`src/rtl/idu_pipe_if.sv`:
```
// Handshake bundle between IFU, decode stage and EXU.
// master = the side that feeds instructions and consumes decoded bundles; slave = idu_pipe.
interface idu_pipe_if #(
  parameter int unsigned XLEN = 32
) ();
  logic              flush;
  logic              in_valid;
  logic              in_ready;
  logic [31:0]       in_inst;
  logic [XLEN-1:0]   in_pc;
  logic              out_valid;
  logic              out_ready;
  logic [XLEN-1:0]   out_pc;
  logic [4:0]        out_rs1;
  logic [4:0]        out_rs2;
  logic [4:0]        out_rd;
  logic [XLEN-1:0]   out_imm;
  logic [6:0]        out_opcode;
  logic [2:0]        out_func3;
  logic [9:0]        out_funcEU;
  logic [1:0]        out_amux1;
  logic [1:0]        out_amux2;
  logic              out_wen;
  logic              out_mem_ren;
  logic              out_mem_wen;
  logic [XLEN/8-1:0] out_wmask;
  logic              out_word;
  logic              out_illegal;

  modport master (
    output flush, in_valid, in_inst, in_pc, out_ready,
    input  in_ready, out_valid, out_pc, out_rs1, out_rs2, out_rd, out_imm, out_opcode,
           out_func3, out_funcEU, out_amux1, out_amux2, out_wen, out_mem_ren, out_mem_wen,
           out_wmask, out_word, out_illegal
  );

  modport slave (
    input  flush, in_valid, in_inst, in_pc, out_ready,
    output in_ready, out_valid, out_pc, out_rs1, out_rs2, out_rd, out_imm, out_opcode,
           out_func3, out_funcEU, out_amux1, out_amux2, out_wen, out_mem_ren, out_mem_wen,
           out_wmask, out_word, out_illegal
  );
endinterface

```
`src/rtl/idu_pipe.sv`:
```
// RV32I/RV64I decode stage: one-cycle combinational decode into a registered
// main + skid output buffer with valid/ready handshakes on both sides and flush.
module idu_pipe #(
  parameter int unsigned XLEN = 32,
  parameter int unsigned SKID = 1
) (
  input logic       clk,
  input logic       rst,
  idu_pipe_if.slave bus
);

  if (XLEN != 32 && XLEN != 64) begin : g_bad_xlen
    $error("idu_pipe: XLEN must be 32 or 64");
  end

  localparam int unsigned MW   = XLEN / 8;
  localparam bit          Rv64 = (XLEN == 64);

  localparam logic [6:0] OpLui    = 7'h37;
  localparam logic [6:0] OpAuipc  = 7'h17;
  localparam logic [6:0] OpJal    = 7'h6F;
  localparam logic [6:0] OpJalr   = 7'h67;
  localparam logic [6:0] OpBranch = 7'h63;
  localparam logic [6:0] OpLoad   = 7'h03;
  localparam logic [6:0] OpStore  = 7'h23;
  localparam logic [6:0] OpImm    = 7'h13;
  localparam logic [6:0] OpImm32  = 7'h1B;
  localparam logic [6:0] OpOp     = 7'h33;
  localparam logic [6:0] OpOp32   = 7'h3B;

  typedef struct packed {
    logic [XLEN-1:0] pc;
    logic [4:0]      rs1;
    logic [4:0]      rs2;
    logic [4:0]      rd;
    logic [XLEN-1:0] imm;
    logic [6:0]      opcode;
    logic [2:0]      func3;
    logic [9:0]      funceu;
    logic [1:0]      amux1;
    logic [1:0]      amux2;
    logic            wen;
    logic            mem_ren;
    logic            mem_wen;
    logic [MW-1:0]   wmask;
    logic            word;
    logic            illegal;
  } bundle_t;

  logic [31:0]        inst;
  logic [6:0]         opc;
  logic [2:0]         f3;
  logic [6:0]         f7;
  logic signed [11:0] imm_i;
  logic signed [11:0] imm_s;
  logic signed [12:0] imm_b;
  logic signed [31:0] imm_u;
  logic signed [20:0] imm_j;
  logic [7:0]         mask8;
  logic               ill;
  bundle_t            dec;

  assign inst  = bus.in_inst;
  assign opc   = inst[6:0];
  assign f3    = inst[14:12];
  assign f7    = inst[31:25];
  assign imm_i = inst[31:20];
  assign imm_s = {inst[31:25], inst[11:7]};
  assign imm_b = {inst[31], inst[7], inst[30:25], inst[11:8], 1'b0};
  assign imm_u = {inst[31:12], 12'b0};
  assign imm_j = {inst[31], inst[19:12], inst[20], inst[30:21], 1'b0};

  // Unshifted store byte mask from the access size in func3.
  always_comb begin
    unique case (f3[1:0])
      2'd0:    mask8 = 8'h01;
      2'd1:    mask8 = 8'h03;
      2'd2:    mask8 = 8'h0F;
      default: mask8 = 8'hFF;
    endcase
  end

  // Decode the incoming instruction into a bundle; illegal kills all side effects.
  always_comb begin
    dec        = '0;
    ill        = 1'b0;
    dec.pc     = bus.in_pc;
    dec.rs1    = inst[19:15];
    dec.rs2    = inst[24:20];
    dec.rd     = inst[11:7];
    dec.opcode = opc;
    dec.func3  = f3;
    case (opc)
      OpLui: begin
        dec.wen = 1'b1; dec.amux2 = 2'd2; dec.imm = XLEN'(imm_u);
      end
      OpAuipc: begin
        dec.wen = 1'b1; dec.amux1 = 2'd2; dec.amux2 = 2'd2; dec.imm = XLEN'(imm_u);
      end
      OpJal: begin
        dec.wen = 1'b1; dec.amux1 = 2'd2; dec.amux2 = 2'd2; dec.imm = XLEN'(imm_j);
      end
      OpJalr: begin
        dec.wen = 1'b1; dec.amux1 = 2'd1; dec.amux2 = 2'd2; dec.imm = XLEN'(imm_i);
      end
      OpBranch: begin
        dec.amux1 = 2'd2; dec.amux2 = 2'd2; dec.imm = XLEN'(imm_b);
      end
      OpLoad: begin
        dec.wen = 1'b1; dec.mem_ren = 1'b1; dec.amux1 = 2'd1; dec.amux2 = 2'd2;
        dec.imm = XLEN'(imm_i);
        if (f3 == 3'd7 || (!Rv64 && (f3 == 3'd3 || f3 == 3'd6))) ill = 1'b1;
      end
      OpStore: begin
        dec.mem_wen = 1'b1; dec.amux1 = 2'd1; dec.amux2 = 2'd2; dec.imm = XLEN'(imm_s);
        dec.wmask = mask8[MW-1:0];
        if (Rv64 ? (f3 > 3'd3) : (f3 > 3'd2)) ill = 1'b1;
      end
      OpImm, OpImm32: begin
        dec.wen = 1'b1; dec.amux1 = 2'd1; dec.amux2 = 2'd2; dec.imm = XLEN'(imm_i);
        dec.word = (opc == OpImm32);
        if (opc == OpImm32 && !Rv64) ill = 1'b1;
        if (f3 == 3'd1 || f3 == 3'd5) begin
          dec.funceu = {f3, inst[31:26], 1'b0};
          if (inst[31:26] != 6'h00 && inst[31:26] != 6'h10) ill = 1'b1;
          // shamt[5] only exists for 64-bit shifts
          if ((!Rv64 || opc == OpImm32) && inst[25]) ill = 1'b1;
        end else begin
          dec.funceu = {f3, 7'b0};
        end
      end
      OpOp, OpOp32: begin
        dec.wen = 1'b1; dec.amux1 = 2'd1; dec.amux2 = 2'd1; dec.funceu = {f3, f7};
        dec.word = (opc == OpOp32);
        if (opc == OpOp32 && !Rv64) ill = 1'b1;
        if (f7 != 7'h00 && f7 != 7'h20) ill = 1'b1;
        if (f7 == 7'h20 && f3 != 3'd0 && f3 != 3'd5) ill = 1'b1;
      end
      default: ill = 1'b1;
    endcase
    if (inst[1:0] != 2'b11) ill = 1'b1;
    if (ill) begin
      dec.wen     = 1'b0;
      dec.mem_ren = 1'b0;
      dec.mem_wen = 1'b0;
      dec.wmask   = '0;
      dec.word    = 1'b0;
    end
    dec.illegal = ill;
  end

  bundle_t main_q, main_d, skid_q, skid_d;
  logic    main_v_q, main_v_d, skid_v_q, skid_v_d;
  logic    rdy_q;
  logic    acc, cons;

  assign acc  = bus.in_valid & bus.in_ready & ~bus.flush;
  assign cons = main_v_q & bus.out_ready;

  // Buffer next state: skid refills main on consume, new bundles fill the first free slot.
  always_comb begin
    main_d   = main_q;
    main_v_d = main_v_q;
    skid_d   = skid_q;
    skid_v_d = skid_v_q;
    if (bus.flush) begin
      main_v_d = 1'b0;
      skid_v_d = 1'b0;
    end else if (!main_v_q || cons) begin
      if (skid_v_q) begin
        main_d   = skid_q;
        main_v_d = 1'b1;
        skid_v_d = acc;
        if (acc) skid_d = dec;
      end else begin
        main_v_d = acc;
        if (acc) main_d = dec;
      end
    end else if (acc && SKID != 0) begin
      skid_v_d = 1'b1;
      skid_d   = dec;
    end
  end

  // Buffer state; rdy_q also acts as the out-of-reset flag for SKID=0.
  always_ff @(posedge clk or posedge rst) begin
    if (rst) begin
      main_q   <= '0;
      skid_q   <= '0;
      main_v_q <= 1'b0;
      skid_v_q <= 1'b0;
      rdy_q    <= 1'b0;
    end else begin
      main_q   <= main_d;
      skid_q   <= skid_d;
      main_v_q <= main_v_d;
      skid_v_q <= skid_v_d;
      rdy_q    <= ~skid_v_d;
    end
  end

  assign bus.in_ready    = (SKID != 0) ? rdy_q : (rdy_q & (~main_v_q | bus.out_ready));
  assign bus.out_valid   = main_v_q;
  assign bus.out_pc      = main_q.pc;
  assign bus.out_rs1     = main_q.rs1;
  assign bus.out_rs2     = main_q.rs2;
  assign bus.out_rd      = main_q.rd;
  assign bus.out_imm     = main_q.imm;
  assign bus.out_opcode  = main_q.opcode;
  assign bus.out_func3   = main_q.func3;
  assign bus.out_funcEU  = main_q.funceu;
  assign bus.out_amux1   = main_q.amux1;
  assign bus.out_amux2   = main_q.amux2;
  assign bus.out_wen     = main_q.wen;
  assign bus.out_mem_ren = main_q.mem_ren;
  assign bus.out_mem_wen = main_q.mem_wen;
  assign bus.out_wmask   = main_q.wmask;
  assign bus.out_word    = main_q.word;
  assign bus.out_illegal = main_q.illegal;

endmodule
```
`src/flat_wrapper.sv`:
```
// flat-port wrapper written by rule: the top's interface ports become plain ports
module idu_pipe_flat 
#(
  parameter int unsigned XLEN = 32,
  parameter int unsigned SKID = 1
)
  (clk, rst, bus_flush, bus_in_valid, bus_in_inst, bus_in_pc, bus_out_ready, bus_in_ready, bus_out_valid, bus_out_pc, bus_out_rs1, bus_out_rs2, bus_out_rd, bus_out_imm, bus_out_opcode, bus_out_func3, bus_out_funcEU, bus_out_amux1, bus_out_amux2, bus_out_wen, bus_out_mem_ren, bus_out_mem_wen, bus_out_wmask, bus_out_word, bus_out_illegal);
  idu_pipe_if #(.XLEN(XLEN)) bus_i ();
  input logic clk;
  input logic rst;
  input wire logic [$bits(bus_i.flush)-1:0] bus_flush;
  input wire logic [$bits(bus_i.in_valid)-1:0] bus_in_valid;
  input wire logic [$bits(bus_i.in_inst)-1:0] bus_in_inst;
  input wire logic [$bits(bus_i.in_pc)-1:0] bus_in_pc;
  input wire logic [$bits(bus_i.out_ready)-1:0] bus_out_ready;
  output wire logic [$bits(bus_i.in_ready)-1:0] bus_in_ready;
  output wire logic [$bits(bus_i.out_valid)-1:0] bus_out_valid;
  output wire logic [$bits(bus_i.out_pc)-1:0] bus_out_pc;
  output wire logic [$bits(bus_i.out_rs1)-1:0] bus_out_rs1;
  output wire logic [$bits(bus_i.out_rs2)-1:0] bus_out_rs2;
  output wire logic [$bits(bus_i.out_rd)-1:0] bus_out_rd;
  output wire logic [$bits(bus_i.out_imm)-1:0] bus_out_imm;
  output wire logic [$bits(bus_i.out_opcode)-1:0] bus_out_opcode;
  output wire logic [$bits(bus_i.out_func3)-1:0] bus_out_func3;
  output wire logic [$bits(bus_i.out_funcEU)-1:0] bus_out_funcEU;
  output wire logic [$bits(bus_i.out_amux1)-1:0] bus_out_amux1;
  output wire logic [$bits(bus_i.out_amux2)-1:0] bus_out_amux2;
  output wire logic [$bits(bus_i.out_wen)-1:0] bus_out_wen;
  output wire logic [$bits(bus_i.out_mem_ren)-1:0] bus_out_mem_ren;
  output wire logic [$bits(bus_i.out_mem_wen)-1:0] bus_out_mem_wen;
  output wire logic [$bits(bus_i.out_wmask)-1:0] bus_out_wmask;
  output wire logic [$bits(bus_i.out_word)-1:0] bus_out_word;
  output wire logic [$bits(bus_i.out_illegal)-1:0] bus_out_illegal;
  assign bus_i.flush = bus_flush;
  assign bus_i.in_valid = bus_in_valid;
  assign bus_i.in_inst = bus_in_inst;
  assign bus_i.in_pc = bus_in_pc;
  assign bus_i.out_ready = bus_out_ready;
  assign bus_in_ready = bus_i.in_ready;
  assign bus_out_valid = bus_i.out_valid;
  assign bus_out_pc = bus_i.out_pc;
  assign bus_out_rs1 = bus_i.out_rs1;
  assign bus_out_rs2 = bus_i.out_rs2;
  assign bus_out_rd = bus_i.out_rd;
  assign bus_out_imm = bus_i.out_imm;
  assign bus_out_opcode = bus_i.out_opcode;
  assign bus_out_func3 = bus_i.out_func3;
  assign bus_out_funcEU = bus_i.out_funcEU;
  assign bus_out_amux1 = bus_i.out_amux1;
  assign bus_out_amux2 = bus_i.out_amux2;
  assign bus_out_wen = bus_i.out_wen;
  assign bus_out_mem_ren = bus_i.out_mem_ren;
  assign bus_out_mem_wen = bus_i.out_mem_wen;
  assign bus_out_wmask = bus_i.out_wmask;
  assign bus_out_word = bus_i.out_word;
  assign bus_out_illegal = bus_i.out_illegal;
  idu_pipe #(.XLEN(XLEN), .SKID(SKID)) u_core (.clk(clk), .rst(rst), .bus(bus_i));
endmodule
```
`config.mk`:
```
export PLATFORM = sky130hd
export DESIGN_NAME = idu_pipe_flat
export DESIGN_NICKNAME = d
export VERILOG_FILES = /design/src/rtl/idu_pipe_if.sv /design/src/rtl/idu_pipe.sv /design/src/flat_wrapper.sv
export SDC_FILE = /design/constraint.sdc
export NUM_CORES = 1
export LEC_CHECK = 0
export BUFFER_PORTS_ARGS = -buffer_cell sky130_fd_sc_hd__buf_2
export CAP_MARGIN = 20
export CORE_ASPECT_RATIO = 1.5
export CORE_UTILIZATION = 50
export DETAILED_ROUTE_END_ITERATION = 10
export GPL_TIMING_DRIVEN = 0
export PLACE_DENSITY_LB_ADDON = 0.25
export SYNTH_ARGS = -nofsm -noshare
export SYNTH_HDL_FRONTEND = slang
export SYNTH_SLANG_ARGS = --single-unit
```
`constraint.sdc`:
```
create_clock -name clk -period 7.5 [get_ports clk]
set_input_delay 1.125 -clock clk [delete_from_list [all_inputs] [get_ports clk]]
set_output_delay 1.125 -clock clk [all_outputs]
set_load 0.02 [all_outputs]
```
==> results.py <==
metrics = {
    "status": {
        "status": "finished, final reports clean",
    },
    "yosys": {
        "synth_edf_count": 0,
        "synthFlopType": "dfrtp_1",
        "syn-num-nets": 1126,
        "synth.avg_cell_area_um2": 9.36,
        "synth-seq-area-share": 0.564,
        "ys_types": 54,
        "synthArstFlopShare": 1.00,
        "syn-instance-count": 1057,
        "yosysWarnings": 0,
        "ys_seq_elements": 223,
        "syn_area_mm2": 0.00990,
    },
    "floorplan": {
        "die_w_um": 117,
        "dieArea_mm2": 0.0204,
        "num_io_pins": 183,
        "core_area_mm2": 0.0192,
        "die_y_um": 174,
        "num_rows": 62,
        "start_util": 0.514,
    },
    "critical_path": {
        "r2r_setup_slack_ps": 4790,
        "r2r-start": "u_core.skid_v_q$_DFF_PP0_",
        "arrival_ps": 3450,
        "timing.rr.end": "u_core.bus.out_imm[7]$_DFFE_PP0P_",
        "path_max_fanout": 10,
        "cp-end-kind": "flop",
        "worstRegToRegCells": 8,
        "path_class": "in2reg",
        "crit_path_start_kind": "input port",
        "required_ps": 7930,
    },
    "power_and_ir_drop": {
        "switchingPower_uw": 978,
        "pwr-share-clk": 0.333,
        "seq_power_share": 0.472,
        "power_leakage_uw": 0.00562,
        "ir_drop_v": 0.000228,
        "swShare": 0.302,
        "power.density_mw_per_mm2": 274,
        "p_comb_frac": 0.195,
        "internal_power_uw": 2260,
    },
    "timing": {
        "min_period_over_period": 0.403,
        "rsz0062_at_grt": "false",
        "setup_ws_ps": 4480,
        "fmax_mhz": 331,
        "fin_skew_ps": 6.92,
        "drv_slew": 0,
        "slew-limit-headroom": 0.375,
        "setup_viol": 0,
        "worst_pin_slew_ps": 933,
        "period_minus_slack_ps": 3020,
        "hold_viol": 0,
    },
    "place": {
        "place_hpwl_um": 20800,
        "gp_congestion": 0.938,
        "pre_cts_slack_ps": 3970,
        "port_buffers": 177,
        "dpl_cell_area_mm2": 0.0111,
    },
    "route": {
        "vias": 8590,
        "post-route-drc-count": 0,
        "wl_um": 29300,
        "avgRoutedWirePerCell_um": 19.1,
        "drt_iter0_drc": 689,
        "avgViaCountPerCell": 5.61,
        "route.antenna.remaining_nets": 0,
        "drt-pass1-iter-count": 7,
    },
    "global_route": {
        "overflow": 0,
        "grt_max_degree": 118,
        "antenna_found_initial": 1,
        "grt_usage": 0.302,
        "grt_pass1_wl_um": 46900,
        "grt_pass1_vias": 8725,
    },
    "finish": {
        "final_cell_mix": "310 x nand2_1, 223 x dfrtp_1, 185 x buf_2, 106 x o21ai_0, 74 x clkbuf_1",
        "layout_commonest_cell": "nand2_1",
        "design_area_mm2": 0.0118,
        "drive_above_1_share": 0.181,
        "fin_nets": 1328,
        "synthToLayoutAreaGrowth_pct": 19.6,
    },
    "clock_tree": {
        "cts_buffers": 21,
        "cts_setup_buffers": 0,
        "cts_tree": "done",
        "clock_latency_ps": 500,
        "cts_resized": 0,
        "cts.clk_slew.worst_paths_ps": 70,
        "ctsHoldBuffers": 0,
        "clock_sinks": 223,
        "clockBufferDepth": 3,
        "ctsRootBufferMaster": "clkbuf_16",
        "cts_max_level": 1,
    },
    "worst_hold_path": {
        "hold_end": "u_core.bus.out_word$_DFFE_PP0P_",
        "min_path_type": "reg2reg",
        "min_from": "u_core.bus.out_word$_DFFE_PP0P_",
        "holdPathStages": 2,
    },
    "run": {
        "drv_cap": 0,
    },
}
critical path, stage by stage:
cell and delay [ps]:
buf_2 100, nor2b_1 270, or3_1 160, clkbuf_1 350, clkbuf_1 540, clkbuf_1 600
a21oi_1 130, a21oi_1 170
routing by layer:
| metal | vias up | wire, um | part of all wire | GRT usage |
|---|---|---|---|---|
| met1 | 4206 | 11400 | 0.39 | 0.378 |
| met4 | 0 | 1160 | 0.039 | 0.130 |
| met3 | 59 | 1860 | 0.063 | 0.0471 |
| met2 | 308 | 14900 | 0.51 | 0.510 |
| li1 | 4017 | - | - | - |
| met5 | - | 0 | 0 | 0 |
power by group through the flow:
stage               registers, uW  clock network [uW]  logic (uW)
floorplan                    1650                   0         277
global placement             1540                   0         616
detailed placement           1550                   0         633
CTS                          1530                1090         636
global route                 1550                1140         701
finish                       1530                1080         630
worst max path at each step:
| stage | from | to | slack, ps |
|---|---|---|---|
| 2_1_floorplan | rst | u_core.bus.in_ready$_DFF_PP0_ | 270 |
| 3_3_place_gp | rst | u_core.skid_q[86]$_DFFE_PP0P_ | -2310 |
| 3_5_place_dp | bus_out_ready | u_core.bus.out_pc[5]$_DFFE_PP0P_ | 3970 |
| 4_1_cts | bus_out_ready | u_core.bus.out_pc[1]$_DFFE_PP0P_ | 4490 |
| 5_1_grt | bus_out_ready | u_core.bus.out_imm[7]$_DFFE_PP0P_ | 4240 |
| 6_report | bus_out_ready | u_core.bus.out_imm[7]$_DFFE_PP0P_ | 4480 |
synthesized netlist by cell type, types with 2 or more instances:
library cell    n  area, um2
nand3_1        11       55.1
a31oi_1        14       87.6
o31ai_1         4       30.0
a21oi_1        48        240
nor2b_1         4       25.0
nand2b_1        7       43.8
nor3_1          3       15.0
nand4b_1        6       52.6
o21ai_0       106        531
and3_1          9       56.3
nor4_1          3       18.8
mux2i_1        57        571
and2_1          4       25.0
a32oi_1         2       17.5
a22o_1          8       70.1
dfrtp_1       223       5580
nor3b_1         2       15.0
o211ai_1        5       37.5
o21a_1         14        105
o22ai_1         6       37.5
nand3b_1       16        120
clkbuf_1       69        259
a21o_1          9       67.6
inv_1           4       15.0
o21ai_1         8       40.0
buf_2           7       35.0
a221oi_1       15        131
or3_1           3       18.8
buf_1           5       18.8
nor2_1         50        188
nand2_1       310       1160
or2_2           2       12.5
buf_4           2       15.0
sequential cells by signal, indices dropped and copies added (netlist names):
register / cells
u_core.skid_q: 110
u_core.bus.out_imm: 32
u_core.bus.out_pc: 32
u_core.bus.out_funcEU: 10
u_core.bus.out_opcode: 7
u_core.bus.out_rd: 5
u_core.bus.out_rs1: 5
u_core.bus.out_rs2: 5
u_core.bus.out_func3: 3
u_core.bus.out_wmask: 3
u_core.bus.out_amux1: 2
u_core.bus.out_amux2: 2
u_core.bus.in_ready: 1
u_core.bus.out_illegal: 1
u_core.bus.out_mem_ren: 1
u_core.bus.out_valid: 1
u_core.bus.out_wen: 1
u_core.bus.out_word: 1
u_core.skid_v_q: 1
metrics by stage:
stage / power (uW) / TNS [ps] / cells / utilization / hold WS [ps]
global placement: 2160 / -511030 / 1490 / 0.577 / 449
floorplan: 1930 / 0 / 1057 / - / 435
finish: 3240 / 0 / 1530 / 0.615 / 470
detailed placement: 2180 / 0 / 1492 / 0.579 / 458
global route: 3390 / 0 / 1529 / 0.615 / 499
CTS: 3250 / 0 / 1529 / 0.615 / 473
area by class of cell:
| cell class | count | area, um2 |
|---|---|---|
| timing repair buffer | 179 | 918 |
| inverter | 4 | 22.5 |
| sequential | 223 | 5580 |
| clock inverter | 7 | 87.6 |
| tap | 256 | 320 |
| antenna | 1 | 2.50 |
| clock buffer | 30 | 599 |
| buffer | 84 | 339 |
| fill | 1736 | 7410 |
| multi-input combinational | 746 | 3960 |
cells by family after synthesis:
group           share of synthesized area
buf+inv                            0.0358
compound gates                      0.152
flops                               0.564
xor+xnor                         0.000885
mux                                0.0588
simple gates                        0.188
No activity file was read; power rests on OpenSTA's default activity.
